### src/rtl/debounce_scan_ctrl.sv
// Time-multiplexed debounce engine: a prescaler paces scan ticks, a
// round-robin pointer picks one channel per tick, and that channel's
// agreement counter decides when a new level is accepted. Each accepted
// edge produces a registered one-cycle event carrying channel and direction.
module debounce_scan_ctrl #(
  parameter int N_CH   = 8,
  parameter int DIV    = 4,
  parameter int THRESH = 4,
  parameter int CNT_W  = 4,
  parameter int PTR_W  = (N_CH > 1) ? $clog2(N_CH) : 1
) (
  input  logic             clk,
  input  logic             rst_n,
  input  logic             ena,
  input  logic [N_CH-1:0]  raw_in,
  output logic [N_CH-1:0]  stable_out,
  output logic             evt_valid,
  output logic [PTR_W-1:0] evt_ch,
  output logic             evt_rise,
  output logic [PTR_W-1:0] scan_ch
);

  localparam int PCNT_W = (DIV > 1) ? $clog2(DIV) : 1;
  localparam logic [PCNT_W-1:0] PCNT_LAST = PCNT_W'(DIV - 1);
  localparam logic [PTR_W-1:0]  PTR_LAST  = PTR_W'(N_CH - 1);
  localparam logic [CNT_W-1:0]  CNT_LAST  = CNT_W'(THRESH - 1);

  logic [N_CH-1:0]   sync_p0;
  logic [N_CH-1:0]   sync_p1;
  logic [PCNT_W-1:0] pcnt;
  logic [PTR_W-1:0]  ch_ptr;
  logic [N_CH-1:0]   stable_q;
  logic [CNT_W-1:0]  cnt [N_CH];

  logic             tick;
  logic             cur_s;
  logic             cur_stable;
  logic [CNT_W-1:0] cur_cnt;
  logic             accept;

  // Stage p0 -> p1: two-flop synchronizer, free-running regardless of ena
  always_ff @(posedge clk or negedge rst_n) begin
    if (!rst_n) begin
      sync_p0 <= '0;
      sync_p1 <= '0;
    end else begin
      sync_p0 <= raw_in;
      sync_p1 <= sync_p0;
    end
  end

  // Prescaler and round-robin pointer; both freeze while ena is low
  always_ff @(posedge clk or negedge rst_n) begin
    if (!rst_n) begin
      pcnt   <= '0;
      ch_ptr <= '0;
    end else if (ena) begin
      if (pcnt == PCNT_LAST) begin
        pcnt   <= '0;
        ch_ptr <= (ch_ptr == PTR_LAST) ? '0 : ch_ptr + PTR_W'(1);
      end else begin
        pcnt <= pcnt + PCNT_W'(1);
      end
    end
  end

  // Look up the addressed channel and decide whether this tick accepts an edge
  always_comb begin
    tick       = ena && (pcnt == PCNT_LAST);
    cur_s      = sync_p1[ch_ptr];
    cur_stable = stable_q[ch_ptr];
    cur_cnt    = cnt[ch_ptr];
    accept     = tick && (cur_s != cur_stable) && (cur_cnt == CNT_LAST);
  end

  // Per-channel counters and stable levels; only the addressed channel moves
  always_ff @(posedge clk or negedge rst_n) begin
    if (!rst_n) begin
      stable_q <= '0;
      for (int i = 0; i < N_CH; i++) cnt[i] <= '0;
    end else if (tick) begin
      for (int i = 0; i < N_CH; i++) begin
        if (ch_ptr == PTR_W'(i)) begin
          if (sync_p1[i] == stable_q[i]) begin
            cnt[i] <= '0;
          end else if (cnt[i] == CNT_LAST) begin
            stable_q[i] <= sync_p1[i];
            cnt[i]      <= '0;
          end else begin
            cnt[i] <= cnt[i] + CNT_W'(1);
          end
        end
      end
    end
  end

  // Registered event; channel and direction hold between events
  always_ff @(posedge clk or negedge rst_n) begin
    if (!rst_n) begin
      evt_valid <= 1'b0;
      evt_ch    <= '0;
      evt_rise  <= 1'b0;
    end else begin
      evt_valid <= accept;
      if (accept) begin
        evt_ch   <= ch_ptr;
        evt_rise <= cur_s;
      end
    end
  end

  assign stable_out = stable_q;
  assign scan_ch    = ch_ptr;

endmodule
### config.mk
export PLATFORM = sky130hd
export DESIGN_NAME = debounce_scan_ctrl
export DESIGN_NICKNAME = d
export VERILOG_FILES = /design/src/rtl/debounce_scan_ctrl.sv
export SDC_FILE = /design/constraint.sdc
export NUM_CORES = 1
export LEC_CHECK = 0
export ABC_AREA = 1
export BUFFER_PORTS_ARGS = -buffer_cell sky130_fd_sc_hd__buf_4
export CORE_UTILIZATION = 45
export DETAILED_ROUTE_END_ITERATION = 16
export REMOVE_ABC_BUFFERS = 1
export SYNTH_ARGS = -nofsm -noshare
export SYNTH_HDL_FRONTEND = slang
export SYNTH_SLANG_ARGS = --single-unit
### constraint.sdc
create_clock -name clk -period 2.5 [get_ports clk]
set_input_delay 0.125 -clock clk [delete_from_list [all_inputs] [get_ports clk]]
set_output_delay 0.125 -clock clk [all_outputs]
set_load 0.02 [all_outputs]
==> flow_summary_export.csv, run 1 <==
group,metric,value,unit
cells_and_area,mostFrequentLayoutCells,"nand2_1, dfrtp_1, inv_1",
floorplan,pin_count,27,
clock_tree,htreeDepth,3,
clock_tree,insertion_delay,0.34,ns
critical_path,crit_fanout,11,
global_routing,antenna_found_initial,0,
timing,finalSetupViolCount,0,
synthesis,syn_avg_cell_area,8.879,um^2
floorplan,core_area,0.007292,mm^2
power,power_density,1043,mW/mm^2
timing,fin_crit_sh,0.7544,
global_routing,grt_overflow,0,
run_status,status,"finished, final reports clean",
hold_path,hp-start,"ena",
synthesis,synthArstFlopShare,1.000,
synthesis,synth-seq-area-share,0.4844,
timing,fin_skew,0.003956,ns
timing,tightestPinTransition,0.8390,ns
critical_path,rrSetupSlack,0.61,ns
synthesis,synth_area,0.003410,mm^2
clock_tree,cts.sinks,66,
placement,hpwl,4.677,mm
critical_path,r2r_cells,7,
route,route.detailed.drc,0,
cells_and_area,drive_gt1_frac,0.1481,
timing,timing.final.ws_setup,0.6140,ns
global_routing,grt_usage,0.1880,
cells_and_area,nFillCells,702,
cells_and_area,layout.nets,453,
floorplan,die_area,0.007929,mm^2
synthesis,synth.area.top_cells,"dfrtp_1, nand2_1, nand3_1",
timing,hold_violations,0,
synthesis,synth_warnings,0,
cells_and_area,area_growth,16.88,%
critical_path,worstPathCellList,"inv_2 -> ha_1 -> inv_1 -> nor3_4 -> a21boi_2 -> o21bai_1 -> a21oi_1",
timing,min_period,1.886,ns
synthesis,synth_ff_type,"dfrtp_1",
global_routing,grt_pass1_wl,11.02,mm
critical_path,end_kind,"flip-flop",
clock_tree,clock_path_buffers,2,
cells_and_area,n_antenna_cell,0,
global_routing,grt_max_degree,67,
clock_tree,clockRootBuffer,"clkbuf_8",
floorplan,die_w,89.05,um
placement,place_congestion,0.8566,
critical_path,critPathMaxStageDelay,0.51,ns
flow_run,cap_viol_max_count,0,
timing,setup_tns,0,ns
synthesis,synth_cells,384,
route,vias_per_cell,4.782,
route,final_antenna_net_count,0,
hold_path,worstHoldPathCells,2,
timing,finalMaxSlewViolations,0,
critical_path,arrival,2.10,ns
global_routing,grt_pass1_vias,2410,
clock_tree,clkTransAtPathRegs,0.07,ns
synthesis,synth-edff-count,0,
synthesis,synth_top_area_cell,"dfrtp_1",
critical_path,rr_endpoint,"cnt[8]$_DFFE_PN0P_",
floorplan,chipHeight,89.05,um
critical_path,cp.required,2.72,ns
hold_path,min_to,"pcnt[0]$_DFFE_PN0P_",
route,vias,2539,
placement,place_ws,0.6319,ns
synthesis,synth_seq_cells,66,
timing,max_slew_margin,0.4407,
critical_path,rr_startpoint,"scan_ch[1]$_DFFE_PN0P_",
timing,clock.fmax,0.5302,GHz
clock_tree,cts_inserted_buffers,9,
hold_path,hold_class,"primary input to flip-flop",
critical_path,cpMaxStageDelayCell,"dfrtp_1",
route,wl_per_cell,12.25,um
synthesis,ys_types,33,
floorplan,start_util,0.4676,
cells_and_area,post-route-util,0.5465,
route,drt-pass1-iter-count,5,
floorplan,fp-row-count,31,
synthesis,synth_top_area_frac,0.4844,
power,ir_worst_vdd,0.4777,mV
critical_path,cp-start-kind,"flip-flop",
route,drt-initial-drc-count,77,
timing,rsz0062_at_grt,"false",
clock_tree,tritoncts,"yes",
power,p_leak,0.001963,uW
critical_path,path_class,"flip-flop to flip-flop",
route,finalWirelength,6.504,mm
cells_and_area,final_common_cell,"nand2_1",
placement,io_buffer_count,26,
clock_tree,cts_resized,0,
==> worst max path at each step <==
stage	from	end	cells past startpoint
global placement	scan_ch[0]$_DFFE_PN0P_	cnt[7]$_DFFE_PN0P_	6
detailed placement	scan_ch[0]$_DFFE_PN0P_	cnt[7]$_DFFE_PN0P_	6
global route	scan_ch[0]$_DFFE_PN0P_	cnt[15]$_DFFE_PN0P_	8
CTS	scan_ch[1]$_DFFE_PN0P_	cnt[8]$_DFFE_PN0P_	7
finish	scan_ch[1]$_DFFE_PN0P_	cnt[8]$_DFFE_PN0P_	7
floorplan	scan_ch[0]$_DFFE_PN0P_	cnt[8]$_DFFE_PN0P_	6
==> worst max-delay path: cells and delay by family, from the launching register on <==
family,cells,cell delay [ns]
flip-flops,1,0.51
AO/OA/AOI/OAI,3,0.44
AND/OR/NAND/NOR,1,0.34
buffers and inverters,2,0.31
adder cells (fa/ha/maj),1,0.16
==> registers in the layout (all words and copies together), names as in the netlist <==
register / flops
cnt: 32
stable_out: 8
sync_p0: 8
sync_p1: 8
evt_ch: 3
scan_ch: 3
pcnt: 2
evt_rise: 1
evt_valid: 1
==> metal layers <==
metal / global-route usage / vias to the layer above / wire, um / share of wire
met2: 0.2965 / 47 / 2914 / 0.45
met3: 0.04709 / 17 / 232 / 0.036
met5: 0 / - / 0 / 0
li1: - / 1317 / - / -
met1: 0.2409 / 1158 / 3165 / 0.49
met4: 0.09668 / 0 / 191 / 0.029
==> cell usage after synthesis (2+ instances only) <==
cell,number
nand2_1,79
o21ai_0,17
o21ai_1,2
nor2_4,2
ha_1,15
inv_1,50
dfrtp_1,66
nor2_1,34
buf_6,3
nor3_4,6
and3_1,3
a21oi_1,9
nand2_2,5
xnor2_1,6
inv_2,4
o22ai_1,8
nand3_1,39
nand3b_1,2
nand4_1,3
nor3_1,4
xor2_1,15
==> final cells by class <==
class	instances	area [um^2]	share of cell area
clock buffers	14	162.7	0.04082
multi-input cells	258	1503	0.3771
well taps	99	123.9	0.03108
inverters	55	209.0	0.05243
repair buffers	37	300.3	0.07535
flip-flops and latches	66	1652	0.4144
clock inverters	2	35.03	0.008791
==> power breakdown <==
part	internal (uW)	switching [uW]	leakage [uW]
sequential	1380	300	0.000789
combinational	611	970	0.00107
clock	515	383	0.000101
==> cell families (layout without fill, tap and decap cells) <==
| logic type | count (synthesis) | in the layout | synth area share |
|---|---|---|---|
| AOI/OAI and AO/OA | 40 | 40 | 0.06569 |
| xor gates and xnor gates | 21 | 21 | 0.05395 |
| adders and majority gates | 15 | 15 | 0.05505 |
| buffers and inverters | 60 | 108 | 0.07486 |
| DFF | 66 | 66 | 0.4844 |
| muxes | 2 | 2 | 0.006238 |
| and+or+nand+nor | 180 | 180 | 0.2598 |
==> metrics by stage <==
| stage | power [uW] | hold slack, ns | cell area (um^2) | cells |
|---|---|---|---|---|
| 3_5_place_dp | 3277 | 0.2356 | 3697 | 506 |
| 6_report | 4158 | 0.04872 | 3985 | 531 |
| 5_1_grt | 4522 | 0.05661 | 3985 | 531 |
| 2_1_floorplan | 2812 | -0.1706 | 3363 | 379 |
| 4_1_cts | 4206 | 0.04085 | 3985 | 531 |
| 3_3_place_gp | 3232 | 0.2341 | 3697 | 506 |
==> timing repair <==
item | in CTS | in global routing
hold endpoints to repair | 74 | 0
buffers inserted | 0 | 0
endpoints found under the setup margin | 0 | 0
hold buffers | 9 | 0
Note: power is estimated with default switching activity, not from simulation.
==> run 2: changes to the inputs <==
clock period = 1.9 ns   (was 2.5 ns; I/O delays follow)
==> run 2 against run 1 <==
Compared with the run above:
- via count up 2.2%
- register-to-register slack worse by 0.45 ns
- clock power is 44% higher
- critical endpoint is now cnt[30]$_DFFE_PN0P_
- setup slack lost 0.45 ns
- non-clock buffer count is 8 higher
- maximum frequency grew 8.4%
- sequential share of layout area is 0.82 points lower
- flip-flop and latch count unchanged
- power increased by 36%
- worst hold slack better by 0.30 ns
==> flow_summary_export.csv, run 2 (synthesized netlist as in run 1, its figures left out) <==
group,metric,value,unit
cells_and_area,largest_reg_flops,32,
global_routing,grt_pass1_wl,11.26,mm
clock_tree,clock_path_buffers,2,
clock_tree,tritoncts,"yes",
timing,fin_crit_sh,0.9153,
route,route.detailed.drc,0,
global_routing,grt_overflow,0,
flow_run,cap_viol_max_count,0,
clock_tree,cts_inserted_buffers,9,
route,finalWirelength,6.683,mm
placement,hpwl,4.773,mm
clock_tree,cts_hold_buf,10,
timing,clock.fmax,0.5750,GHz
cells_and_area,n_antenna_cell,0,
placement,io_buffer_count,26,
critical_path,cpMaxStageDelayCell,"dfrtp_1",
timing,tightestPinTransition,0.8367,ns
critical_path,critPathMaxStageDelay,0.46,ns
timing,fin_skew,0.008001,ns
hold_path,hold_class,"flip-flop to flip-flop",
cells_and_area,final_common_cell,"nand2_1",
cells_and_area,layout.nets,461,
timing,max_slew_margin,0.4422,
critical_path,cp-start-kind,"flip-flop",
timing,finalSetupViolCount,0,
clock_tree,htreeDepth,3,
floorplan,die_w,89.05,um
timing,finalMaxSlewViolations,0,
timing,rsz0062_at_grt,"false",
placement,place_area,0.003750,mm^2
power,ir_worst_vdd,0.6506,mV
clock_tree,cts.sinks,66,
cells_and_area,largest_register,"cnt",
timing,setup_tns,0,ns
critical_path,cp_common_cell,"inv_1",
timing,hold-worst-slack,0.3495,ns
route,vias,2595,
power,power_density,1394,mW/mm^2
critical_path,end_kind,"flip-flop",
route,vias_per_cell,4.823,
run_status,status,"finished, final reports clean",
clock_tree,insertion_delay,0.35,ns
critical_path,rrSetupSlack,0.16,ns
cells_and_area,area_growth,19.23,%
critical_path,worstPathCellList,"inv_4 -> ha_1 -> inv_1 -> nor3_4 -> inv_1 -> o21ai_0 -> nand2_1 -> nor2_1",
critical_path,cp.required,2.18,ns
clock_tree,clockRootBuffer,"clkbuf_8",
global_routing,grt_max_degree,67,
floorplan,core_area,0.007292,mm^2
critical_path,critPathTopFamily,"simple AND/OR/NAND/NOR gates",
critical_path,arrival,2.02,ns
power,finalPower,5668,uW
critical_path,crit_fanout,14,
route,wl_per_cell,12.42,um
global_routing,grt_pass1_vias,2522,
global_routing,antenna_found_initial,0,
global_routing,grt_usage,0.1917,
timing,min_period,1.739,ns
power,p_leak,0.002001,uW
timing,hold_violations,0,
floorplan,fp-row-count,31,
clock_tree,cts_resized,0,
cells_and_area,drive_gt1_frac,0.1663,
floorplan,start_util,0.4676,
clock_tree,clkTransAtPathRegs,0.07,ns
route,final_antenna_net_count,0,
route,drt-pass1-iter-count,4,
cells_and_area,postLayoutCellArea,0.004065,mm^2
cells_and_area,post-route-util,0.5575,
cells_and_area,mostFrequentLayoutCells,"nand2_1, dfrtp_1, inv_1",
floorplan,pin_count,27,
floorplan,chipHeight,89.05,um
critical_path,path_buf_inv,3,
placement,place_congestion,0.8625,
floorplan,die_area,0.007929,mm^2
critical_path,path_class,"flip-flop to flip-flop",
clock_tree,post_cts_buffers,0,
route,drt-initial-drc-count,91,
## run 2: cell count changes in the layout (fill, tap and decap cells not counted), sizes merged
cell         delta
buf             +7
bufinv          +1
clkbuf          -5
clkinv          -1
clkinvlp        +3
dlygate4sd3     +1
inv             +1
## run 2: path summary, 6_finish.rpt
check	from	to	cells after the start
hold / removal	sync_p0[7]$_DFF_PN0_	sync_p1[7]$_DFF_PN0_	0
max in group asynchronous	rst_n	evt_ch[2]$_DFFE_PN0P_	2
setup reg to reg	scan_ch[0]$_DFFE_PN0P_	cnt[30]$_DFFE_PN0P_	8
hold reg to reg	sync_p0[7]$_DFF_PN0_	sync_p1[7]$_DFF_PN0_	0
setup / recovery	scan_ch[0]$_DFFE_PN0P_	cnt[30]$_DFFE_PN0P_	8
min in group asynchronous	rst_n	sync_p0[6]$_DFF_PN0_	2
## run 2: cell type report
| cell class | count | area (um^2) |
|---|---|---|
| Tap cell | 99 | 123.9 |
| Multi-Input combinational cell | 258 | 1503 |
| Fill cell | 696 | 3227 |
| Timing Repair Buffer | 45 | 362.8 |
| Sequential cell | 66 | 1652 |
| Inverter | 55 | 209.0 |
| Clock buffer | 9 | 123.9 |
| Clock inverter | 6 | 91.34 |
## run 2: report_power, final
part,leakage (uW),internal (uW),switching [uW]
logic,0.00111,864,1340
clock network,0.0000979,735,556
registers,0.000789,1810,365
## run 2: per-layer routing
layer / track usage / vias to the layer above / routed length (um)
li1: - / 1338 / -
met1: 0.2440 / 1217 / 3209
met2: 0.3154 / 34 / 3171
met3: 0.05171 / 6 / 242
met4: 0.06926 / 0 / 59
met5: 0 / - / 0
## run 2: metrics by stage
step | instances | worst slack, ns
floorplan | 379 | 0.04097
global placement | 513 | 0.2069
detailed placement | 513 | 0.1828
CTS | 538 | 0.1718
global route | 538 | 0.02771
finish | 538 | 0.1609
## run 2: worst reg2reg max path, delay by kind of cell (launching register included)
| kind | cells | cell delay (ns) |
|---|---|---|
| AND/OR/NAND/NOR | 3 | 0.47 |
| flip-flops | 1 | 0.46 |
| buffers and inverters | 3 | 0.40 |
| adder cells (fa/ha/maj) | 1 | 0.19 |
| AO/OA/AOI/OAI | 1 | 0.16 |
==> run 3: changes to the inputs <==
ABC_AREA = default   (was 1)
==> run 3 against run 2 <==
Compared with the run above:
- first-iteration DRC count increased by 43%
- area after synthesis shrank 4.7%
- critical path type unchanged
- synthesized cell count shrank 28%
- largest power group is now sequential cells
- the flow now finishes with violations (setup timing)
- sequential power shrank 22%
==> flow_summary_export.csv, run 3 <==
group,metric,value,unit
timing,fin_crit_sh,1.103,
cells_and_area,area_growth,36.79,%
placement,io_buffer_count,26,
timing,hold_violations,0,
cells_and_area,n_antenna_cell,0,
timing,max_slew_margin,0.7446,
critical_path,arrival,2.32,ns
floorplan,die_w,86.96,um
timing,min_period,2.097,ns
hold_path,worstHoldPathCells,2,
route,drt-initial-drc-count,130,
critical_path,crit_fanout,6,
route,vias_per_cell,5.096,
power,ir_worst_vdd,0.6394,mV
cells_and_area,largest_reg_flops,32,
placement,place_inst,461,
floorplan,start_util,0.4729,
power,power_density,980.5,mW/mm^2
timing,tightestPinTransition,0.3812,ns
critical_path,end_kind,"flip-flop",
synthesis,synth_top_area_cell,"dfrtp_1",
timing,timing.final.ws_setup,-0.1966,ns
run_status,status,"complete, but fails checks",
hold_path,min_to,"pcnt[0]$_DFFE_PN0P_",
route,finalWirelength,6.927,mm
synthesis,synthAdderAreaFrac,0.05778,
synthesis,synth.mux.area_fraction,0.1117,
synthesis,synth_top_area_frac,0.5085,
route,vias,2502,
critical_path,rrSetupSlack,-0.20,ns
timing,finalMaxSlewViolations,0,
timing,finalSetupViolCount,4,
flow_run,cap_viol_max_count,0,
floorplan,core_area,0.006869,mm^2
synthesis,synth_xor_xnor_area_share,0.02427,
synthesis,synth_cells,278,
synthesis,synth_area,0.003248,mm^2
clock_tree,htreeDepth,3,
critical_path,cpMaxStageDelayCell,"mux4_2",
synthesis,synth-seq-area-share,0.5085,
cells_and_area,layout.nets,416,
hold_path,hp-start,"ena",
critical_path,rr_endpoint,"evt_ch[0]$_DFFE_PN0P_",
run_status,violations,"setup timing",
cells_and_area,instances_no_fill,491,
route,wl_per_cell,14.11,um
clock_tree,insertion_delay,0.34,ns
critical_path,path_class,"flip-flop to flip-flop",
cells_and_area,drive_gt1_frac,0.3797,
floorplan,fp-row-count,30,
synthesis,synthArstFlopShare,1.000,
synthesis,syn_avg_cell_area,11.68,um^2
critical_path,critPathMaxStageDelay,0.55,ns
timing,rsz0062_at_grt,"true",
clock_tree,clockRootBuffer,"clkbuf_8",
critical_path,r2r_cells,5,
timing,setup_tns,-0.6116,ns
clock_tree,cts_inserted_buffers,9,
synthesis,synth_seq_cells,66,
placement,place_congestion,0.8201,
cells_and_area,largest_register,"cnt",
floorplan,chipHeight,86.96,um
critical_path,cp.required,2.12,ns
global_routing,grt_max_degree,41,
critical_path,rr_startpoint,"scan_ch[0]$_DFFE_PN0P_",
critical_path,worstPathCellList,"mux4_2 -> mux2i_4 -> xnor2_2 -> nor3_4 -> mux2_4",
global_routing,grt_usage,0.2076,
clock_tree,cts.sinks,66,
clock_tree,clock_path_buffers,2,
synthesis,synth_compound_area_frac,0.09784,
synthesis,synth_top_family_by_area,"simple AND/OR/NAND/NOR gates",
synthesis,synth.area.top_cells,"dfrtp_1, ha_1, o21ai_0",
global_routing,grt_pass1_wl,11.76,mm
placement,hpwl,5.238,mm
synthesis,synth_ff_type,"dfrtp_1",
route,final_antenna_net_count,0,
synthesis,synth-edff-count,0,
placement,place_ws,-0.2341,ns
timing,clock.fmax,0.4770,GHz
global_routing,antenna_found_initial,0,
critical_path,cp-start-kind,"flip-flop",
cells_and_area,mostFrequentLayoutCells,"buf_4, dfrtp_1, o21ai_0",
floorplan,pin_count,27,
global_routing,grt_overflow,0,
cells_and_area,final_common_cell,"buf_4",
power,p_leak,0.002074,uW
clock_tree,tritoncts,"yes",
clock_tree,clkTransAtPathRegs,0.07,ns
synthesis,synth_warnings,0,
route,route.detailed.drc,0,
route,drt-pass1-iter-count,6,
synthesis,synth_common_cells,"dfrtp_1, o21ai_0, nand2_1",
global_routing,grt_pass1_vias,2495,
synthesis,synthSimpleGateAreaFrac,0.1861,
synthesis,ys_types,39,
floorplan,die_area,0.007562,mm^2
hold_path,hold_class,"primary input to flip-flop",
timing,fin_skew,0.007670,ns
synthesis,synth.most_common_cell,"dfrtp_1",
run 3: cell count changes in the layout (fill, tap and decap cells not counted), sizes merged, moves of 23 or more:
cell	before	now
inv	56	4
buf	35	96
nand2	85	24
nor2	36	9
nand3	40	17
run 3: routing by layer:
| metal | up-vias | wire length, um | track usage |
|---|---|---|---|
| met4 | 0 | 177 | 0.1045 |
| met3 | 14 | 245 | 0.04076 |
| met5 | - | 0 | 0 |
| met2 | 54 | 3265 | 0.3307 |
| li1 | 1248 | - | - |
| met1 | 1186 | 3240 | 0.2706 |
run 3: where the power goes:
part	switching (uW)	leakage, uW	internal (uW)
registers	128	0.000863	1580
clock network	503	0.000101	678
logic	712	0.00111	755
run 3: cells by family (layout without fill, tap and decap cells):
| logic type | Yosys count | after routing |
|---|---|---|
| compound gates | 51 | 51 |
| xor+xnor | 9 | 9 |
| fa+ha+maj | 15 | 15 |
| buf+inv | 8 | 125 |
| flops | 66 | 66 |
| mux | 26 | 26 |
| simple gates | 103 | 103 |
run 3: per-stage QoR:
stage	cell area, um^2	utilization	total power (uW)	hold slack (ns)
2_1_floorplan	3218	-	2472	-0.2006
3_3_place_gp	4034	0.5873	3071	0.03679
3_5_place_dp	4034	0.5873	3109	0.03714
4_1_cts	4398	0.6403	4348	0.006273
5_1_grt	4443	0.6468	4635	0.02367
6_report	4443	0.6468	4356	0.01731
run 3: layout make-up:
class | instances | area (um^2)
fillers | 560 | 2426
flip-flops and latches | 66 | 1654
multi-input cells | 204 | 1633
repair buffers | 105 | 823.3
clock buffers | 14 | 162.7
well taps | 96 | 120.1
clock inverters | 2 | 35.03
inverters | 4 | 15.01
run 3: worst max-delay path by stage:
stage | start | to | slack [ns] | cells past startpoint
after global routing | scan_ch[0]$_DFFE_PN0P_ | evt_ch[1]$_DFFE_PN0P_ | -0.25 | 5
after CTS | cnt[31]$_DFFE_PN0P_ | evt_ch[0]$_DFFE_PN0P_ | -0.20 | 5
after global placement | cnt[26]$_DFFE_PN0P_ | evt_ch[1]$_DFFE_PN0P_ | -0.22 | 5
after floorplan | scan_ch[2]$_DFFE_PN0P_ | evt_ch[0]$_DFFE_PN0P_ | -0.37 | 5
after detailed placement | scan_ch[0]$_DFFE_PN0P_ | evt_ch[0]$_DFFE_PN0P_ | -0.23 | 5
final | scan_ch[0]$_DFFE_PN0P_ | evt_ch[0]$_DFFE_PN0P_ | -0.20 | 5
run 3: critical path: cells and delay by family, from the launching register on:
family	cells	cell delay, ns
xor+xnor	1	0.17
simple gates	1	0.28
mux	3	1.07
flops	1	0.45
run 3: what timing repair did:
action                                 4_1_cts  5_1_grt
setup endpoints to repair                    5        9
endpoints found under the hold margin       34        0
setup buffers                                4        1
resized for setup                           10        7
pin swaps                                    2        2
hold buffers                                 9        0
